--- src/rtl/cp0_reg.sv ---
// MIPS coprocessor-0 register file: Count/Compare timer, Status, Cause, EPC, PRId, Config.
// Reads are combinational from registered state; writes land on the rising edge.
module cp0_reg #(
    parameter logic [31:0] PRID_VALUE = 32'h00480102,
    parameter int unsigned COUNT_DIV  = 2
) (
    input  logic        clk,
    input  logic        rst,
    input  logic        we_i,
    input  logic [4:0]  waddr_i,
    input  logic [31:0] data_i,
    input  logic [4:0]  raddr_i,
    input  logic [5:0]  int_i,
    output logic [31:0] data_o,
    output logic [31:0] count_o,
    output logic [31:0] compare_o,
    output logic [31:0] status_o,
    output logic [31:0] cause_o,
    output logic [31:0] epc_o,
    output logic [31:0] config_o,
    output logic [31:0] prid_o,
    output logic        timer_int_o
);

    localparam int unsigned DATA_W = 32;
    localparam int unsigned ADDR_W = 5;
    localparam int unsigned PRE_W  = (COUNT_DIV > 1) ? $clog2(COUNT_DIV) : 1;

    localparam logic [ADDR_W-1:0] REG_COUNT   = ADDR_W'(9);
    localparam logic [ADDR_W-1:0] REG_COMPARE = ADDR_W'(11);
    localparam logic [ADDR_W-1:0] REG_STATUS  = ADDR_W'(12);
    localparam logic [ADDR_W-1:0] REG_CAUSE   = ADDR_W'(13);
    localparam logic [ADDR_W-1:0] REG_EPC     = ADDR_W'(14);
    localparam logic [ADDR_W-1:0] REG_PRID    = ADDR_W'(15);
    localparam logic [ADDR_W-1:0] REG_CONFIG  = ADDR_W'(16);

    localparam logic [DATA_W-1:0] STATUS_RST  = 32'h1000_0000;
    localparam logic [DATA_W-1:0] CONFIG_RST  = 32'h0000_8000;
    // Software-writable Cause bits: IV, WP, IP1:0
    localparam logic [DATA_W-1:0] CAUSE_WMASK = 32'h00C0_0300;

    localparam logic [PRE_W-1:0]  PRE_LAST    = PRE_W'(COUNT_DIV - 1);

    logic [DATA_W-1:0] count_q;
    logic [DATA_W-1:0] compare_q;
    logic [DATA_W-1:0] status_q;
    logic [DATA_W-1:0] cause_q;
    logic [DATA_W-1:0] cause_next;
    logic [DATA_W-1:0] epc_q;
    logic [PRE_W-1:0]  pre_q;
    logic              timer_q;

    logic wr_count;
    logic wr_compare;
    logic wr_status;
    logic wr_cause;
    logic wr_epc;
    logic pre_wrap;
    logic timer_hit;

    assign wr_count   = we_i && (waddr_i == REG_COUNT);
    assign wr_compare = we_i && (waddr_i == REG_COMPARE);
    assign wr_status  = we_i && (waddr_i == REG_STATUS);
    assign wr_cause   = we_i && (waddr_i == REG_CAUSE);
    assign wr_epc     = we_i && (waddr_i == REG_EPC);
    assign pre_wrap   = (pre_q == PRE_LAST);
    assign timer_hit  = (count_q == compare_q) && (compare_q != '0);

    // Prescaled free-running Count; a software write reloads it and restarts the prescale
    always_ff @(posedge clk or negedge rst) begin
        if (!rst) begin
            count_q <= '0;
            pre_q   <= '0;
        end else if (wr_count) begin
            count_q <= data_i;
            pre_q   <= '0;
        end else if (pre_wrap) begin
            count_q <= count_q + DATA_W'(1);
            pre_q   <= '0;
        end else begin
            pre_q   <= pre_q + PRE_W'(1);
        end
    end

    // Sticky timer interrupt; a Compare write acknowledges it and beats a same-edge match
    always_ff @(posedge clk or negedge rst) begin
        if (!rst) begin
            compare_q <= '0;
            timer_q   <= 1'b0;
        end else if (wr_compare) begin
            compare_q <= data_i;
            timer_q   <= 1'b0;
        end else if (timer_hit) begin
            timer_q   <= 1'b1;
        end
    end

    always_comb begin
        cause_next = cause_q;
        if (wr_cause) begin
            cause_next = (cause_q & ~CAUSE_WMASK) | (data_i & CAUSE_WMASK);
        end
        cause_next[15:10] = int_i;
    end

    always_ff @(posedge clk or negedge rst) begin
        if (!rst) begin
            status_q <= STATUS_RST;
            cause_q  <= '0;
            epc_q    <= '0;
        end else begin
            cause_q <= cause_next;
            if (wr_status) begin
                status_q <= data_i;
            end
            if (wr_epc) begin
                epc_q <= data_i;
            end
        end
    end

    always_comb begin
        data_o = '0;
        case (raddr_i)
            REG_COUNT:   data_o = count_q;
            REG_COMPARE: data_o = compare_q;
            REG_STATUS:  data_o = status_q;
            REG_CAUSE:   data_o = cause_q;
            REG_EPC:     data_o = epc_q;
            REG_PRID:    data_o = PRID_VALUE;
            REG_CONFIG:  data_o = CONFIG_RST;
            default:     data_o = '0;
        endcase
    end

    assign count_o     = count_q;
    assign compare_o   = compare_q;
    assign status_o    = status_q;
    assign cause_o     = cause_q;
    assign epc_o       = epc_q;
    assign config_o    = CONFIG_RST;
    assign prid_o      = PRID_VALUE;
    assign timer_int_o = timer_q;

endmodule

--- config.mk ---
export PLATFORM = sky130hd
export DESIGN_NAME = cp0_reg
export DESIGN_NICKNAME = d
export VERILOG_FILES = /design/src/rtl/cp0_reg.sv
export SDC_FILE = /design/constraint.sdc
export NUM_CORES = 1
export LEC_CHECK = 0
export BUFFER_PORTS_ARGS = -buffer_cell sky130_fd_sc_hd__buf_2
export CORE_AREA = 2 2 138 153
export DETAILED_ROUTE_END_ITERATION = 6
export DIE_AREA = 0 0 140 155
export MAX_ROUTING_LAYER = met4
export PLACE_DENSITY = 0.67
export SLEW_MARGIN = 15
export SYNTH_ARGS = -nofsm -noshare
export SYNTH_HDL_FRONTEND = slang
export SYNTH_SLANG_ARGS = --single-unit
--- constraint.sdc ---
create_clock -name clk -period 1.96 [get_ports clk]
set_input_delay 0.196 -clock clk [delete_from_list [all_inputs] [get_ports clk]]
set_output_delay 0.196 -clock clk [all_outputs]
set_load 0.05 [all_outputs]
After elaboration in Yosys (flattened, before gate mapping):

Index checks and enable logic that the tools add are counted.

* input port bits: 51
* output and inout bits: 257
* word-level logic and storage cells: 40
* register bits after elaboration: 162

* mux-type cells: 7
* reductions and logical operators: 9
* add/sub/neg operators: 2
* equal/unequal tests: 13
* bitwise operators: 1

Operators by type and width (number)
* $pmux 32 s7: 1
* $mux 32: 2
* $eq 5x4->1 const B: 11
* $add 32x1->32 const B: 1
* $eq 32x32->1: 1
* $or 32x24->32: 1
* $reduce_bool 32->1: 1
* $logic_and 1x1->1: 6
* $eq 5x5->1 const B: 1
* $mux 1: 4
* $reduce_bool 2->1: 2
* $add 1x1->1 const B: 1

Logic depth before layout (Yosys ltp):

* depth after elaboration: 4
* depth in mapped cells: 8
* depth with buffers taken out: 6

Least setup slack after synthesis:

No wires, ideal clock.

* kind: reg-to-output
* start point: register count_q[28] (netlist: count_o[28])
* end point: output port data_o[28]
* arrival: 2.083 ns
* stages on the path, launching flop included: 4
* required time: 1.764 ns
* setup slack: -0.319 ns
* path through: dfrtp_1 > clkbuf_1 > mux2i_1 > o21ai_0

* cells in the longest elaborated chain, start to end: 1

Ends and longest elaborated chain
* from (decl): RTL line 44 `logic [DATA_W-1:0] count_q;`
* from (signal assigned): RTL line 75 `count_q <= data_i;`
* from (signal assigned): RTL line 78 `count_q <= count_q + DATA_W'(1);`
* $pmux 32 s7: RTL line 124 `case (raddr_i)`
* to (decl): RTL line 14 `output logic [31:0] data_o,`

No other way between the ends.

Worst setup path after layout:

* start point: register count_q[23] (netlist: count_o[23])
* end point: output port data_o[23]

The elaborated chain is that of the path after synthesis.

==> reports/qor.tcl <==
set qor(stdcell_count) 1233
set qor(drv.max_cap_violation_count) 0
set qor(drcViolationCount) 26
set qor(ant_nets) 0
set qor(synth.lib_cells_used.distinct) 50
set qor(dr_total_vias) 6329
set qor(wire_length_after_detailed_routing_mm) 24.1
set qor(ys_ff_latch) 140
set qor(grt_usage) 0.228
set qor(floorplan.rows) 55
set qor(failed_checks) {design-rule violations}
set qor(tritoncts.num_buffers) 17
set qor(area_delta_synth_final_pct) 25.1
set qor(worst_r2r_endpoint) {count_o[14]}
set qor(cts_tree) {yes}
set qor(via_per_inst) 5.13
set qor(gp_congestion) 0.884
set qor(first_pass_grt_wire_length_mm) 36.6
set qor(regToRegStartpoint) {count_o[2]}
set qor(grt_overflow) 0
set qor(crit_chain) {mux2i_1, o2bb2ai_1, a221o_1, clkbuf_4}
set qor(htreeDepth) 4
set qor(seq_area_frac_synth) 0.443
set qor(first_global_vias) 6093
set qor(worst_path_dominant_cell_family) {flip-flops}
set qor(hp-start) {data_i[3]}
set qor(leading_cell_types_by_total_area_after_synthesis) {sky130_fd_sc_hd__dfrtp_1 44%, sky130_fd_sc_hd__mux2_2 14%, sky130_fd_sc_hd__buf_4 8.7%, sky130_fd_sc_hd__xnor2_1 4.9%, sky130_fd_sc_hd__mux2i_1 4.3%}
set qor(timing.critical_path.fanout_max) 7
set qor(layout.cell_area.non_filler_sq_um) 9900
set qor(crit_buf_inv) 1
set qor(grt_max_degree) 50
set qor(fraction_of_synthesis_flops_using_an_asynchronous_set_or_reset_pin) 1.00
set qor(design.final.nets) 1017
set qor(skew_ns) 0.00532
set qor(core_util_final) 0.488
set qor(numPlacedInstances) 1194
set qor(cell_area_after_synthesis_sq_um) 7910
set qor(drt_iter0_markers) 366
set qor(floorplan.initialDensity) 0.390
set qor(first_pass_iters) 7
set qor(fp.coreArea_sq_um) 20300
set qor(cts.path.max_buffers) 2
set qor(fmax_mhz) 525
set qor(dpl-instance-area_sq_um) 9240
set qor(fp.dieH_microns) 155
set qor(critPathLaunchType) {flop}
set qor(synth_enable_flop_cells) 0
set qor(layout-drive-gt1-share) 0.422
set qor(hold_viol) 0
set qor(placement.io_buffers) 221
set qor(regToRegSetupSlack_ns) 0.15
set qor(total_count_of_max_transition_violations_in_the_final_report) 0
set qor(grt_setup_unrepaired) {yes}
set qor(synth_warnings) 0
set qor(powerDensity_nw_per_um2) 1260
set qor(clockRootBuffer) {sky130_fd_sc_hd__clkbuf_16}
set qor(min_period_ns) 1.91
set qor(floorplan.die_area_sq_um) 21700
set qor(place.detailed.hpwl_mm) 18.3
set qor(worst-endpoint-arrival_ns) 1.71
set qor(slowest_delay_ns) 0.48
set qor(timing.critical_path.required_ns) 1.76
set qor(syn_avg_cell_area_sq_um) 11.0
set qor(number_of_cell_instances_on_the_worst_register_to_register_path) 5
set qor(grt_antenna_before_repair) 0
set qor(fillerInstances) 1842
set qor(clock_sink_count) 140
set qor(yosys.area.top_type) {sky130_fd_sc_hd__dfrtp_1}
set qor(synth_commonest_cells) {139 x sky130_fd_sc_hd__dfrtp_1, 97 x sky130_fd_sc_hd__mux2_2, 92 x sky130_fd_sc_hd__buf_4}
set qor(setup-violations-final) 0
set qor(clk-insertion-delay-late_ns) 0.41
set qor(most_used_standard_cell_by_instance_count_after_synthesis) {sky130_fd_sc_hd__dfrtp_1}
set qor(holdPathEnd) {count_o[3]}
set qor(ys_dominant_reg_cell) {sky130_fd_sc_hd__dfrtp_1}
set qor(chipWidth_microns) 140
set qor(fin_crit_sh) 0.973
set qor(end_kind) {output pin}
set qor(postSynthCellCount) 720
set qor(vdd_drop_max_uv) 711
set qor(yosysTopAreaCellShare) 0.440
set qor(num_antenna_cells) 0
set qor(critPathKind) {flop to output pin}
set qor(boundaryPins) 308
set qor(cp_slowest_cell) {sky130_fd_sc_hd__dfrtp_1}
set qor(static-leakage-power_nw) 4.78
set qor(status) {finished, violations left}
set qor(hold_class) {input pin to flop}
set qor(clk_pin_slew_ns) 0.05
set qor(whs_path_depth) 3
set qor(drt-wirelength-per-cell_microns) 19.5
[cell usage in the layout (no fill, tap or decap), types with 18 or more instances in the layout]
cell                      synthesis  final
sky130_fd_sc_hd__buf_4           92     42
sky130_fd_sc_hd__xnor2_1         44     44
sky130_fd_sc_hd__mux2i_1         34     34
sky130_fd_sc_hd__nand2_1         46     46
sky130_fd_sc_hd__a22oi_1         20     20
sky130_fd_sc_hd__nand4_1         20     20
sky130_fd_sc_hd__o21ai_0         40     18
sky130_fd_sc_hd__mux2_2          97     97
sky130_fd_sc_hd__dfrtp_1        139    137
sky130_fd_sc_hd__buf_2           28    212
sky130_fd_sc_hd__conb_1           2     86
sky130_fd_sc_hd__o21ai_1         15     37
sky130_fd_sc_hd__xor2_1          18     18
[power breakdown]
group | internal (mW) | total [mW] | switching [mW] | leakage (nW)
registers | 3.50 | 4.26 | 0.769 | 1.76
logic | 1.44 | 5.22 | 3.78 | 2.74
clock network | 1.82 | 2.99 | 1.17 | 0.272
total | 6.76 | 12.5 | 5.72 | 4.78
[cell families after synthesis]
kind of cell / Yosys count / synth area share
flip-flops: 140 / 0.443
AND/OR/NAND/NOR: 140 / 0.104
buffers and inverters: 137 / 0.114
multiplexers: 134 / 0.185
AO/OA/AOI/OAI: 104 / 0.0822
XOR/XNOR: 62 / 0.0686
other: 2 / 0.000949
adder cells (fa/ha/maj): 1 / 0.00158
[per-stage QoR]
| step | setup WS (ns) | setup TNS [ns] | hold WS [ns] | power, mW |
|---|---|---|---|---|
| floorplan | -0.00434 | -0.00782 | -0.0996 | 8.11 |
| global placement | 0.153 | 0 | 0.181 | 9.46 |
| detailed placement | 0.113 | 0 | 0.182 | 9.51 |
| CTS | 0.0311 | 0 | 0.0231 | 12.6 |
| global route | -0.0262 | -0.0300 | 0.0400 | 13.0 |
| finish | 0.0536 | 0 | 0.0384 | 12.5 |
[registers in the layout, indices dropped and copies added, names as in the netlist]
signal and cells:
compare_o 32, count_o 32, epc_o 32, status_o 32, cause_o 10, pre_q 1
timer_int_o 1
[worst reg2reg max path: stages (launching register included)]
cell,delay (ns)
sky130_fd_sc_hd__dfrtp_1,0.51
sky130_fd_sc_hd__nand4_1,0.31
sky130_fd_sc_hd__nor3_2,0.41
sky130_fd_sc_hd__nand4_1,0.16
sky130_fd_sc_hd__xor2_1,0.17
sky130_fd_sc_hd__o21ai_0,0.17
[timing repair]
action | in CTS | in global routing
hold buffers | 7 | 0
endpoints found under the hold margin | 51 | 0
endpoints found under the setup margin | 1 | 17
resized for setup | 1 | 13
buffers inserted | 1 | 0
[final cells by class]
| class | instances | area (sq um) | area share |
|---|---|---|---|
| Timing Repair Buffer | 275 | 1650 | 0.167 |
| Inverter | 4 | 15.0 | 0.00152 |
| Clock inverter | 8 | 67.6 | 0.00683 |
| Sequential cell | 140 | 3510 | 0.354 |
| Tap cell | 256 | 320 | 0.0324 |
| Clock buffer | 23 | 478 | 0.0483 |
| Multi-Input combinational cell | 527 | 3860 | 0.390 |
[how the worst max path moves through the flow]
| stage | start | to | depth (start not counted) |
|---|---|---|---|
| 6_report | count_o[23] | data_o[23] | 4 |
| 5_1_grt | count_o[2] | count_o[14] | 5 |
| 4_1_cts | count_o[23] | data_o[23] | 4 |
| 3_5_place_dp | raddr_i[4] | data_o[20] | 8 |
| 3_3_place_gp | raddr_i[4] | data_o[15] | 8 |
| 2_1_floorplan | raddr_i[1] | data_o[19] | 5 |
[per-layer routing]
layer	track usage	share of wire
met5	-	0
met4	0.0529	0.013
met3	0.0437	0.054
met2	0.382	0.50
met1	0.289	0.43
(Power assumes the default switching activity.)
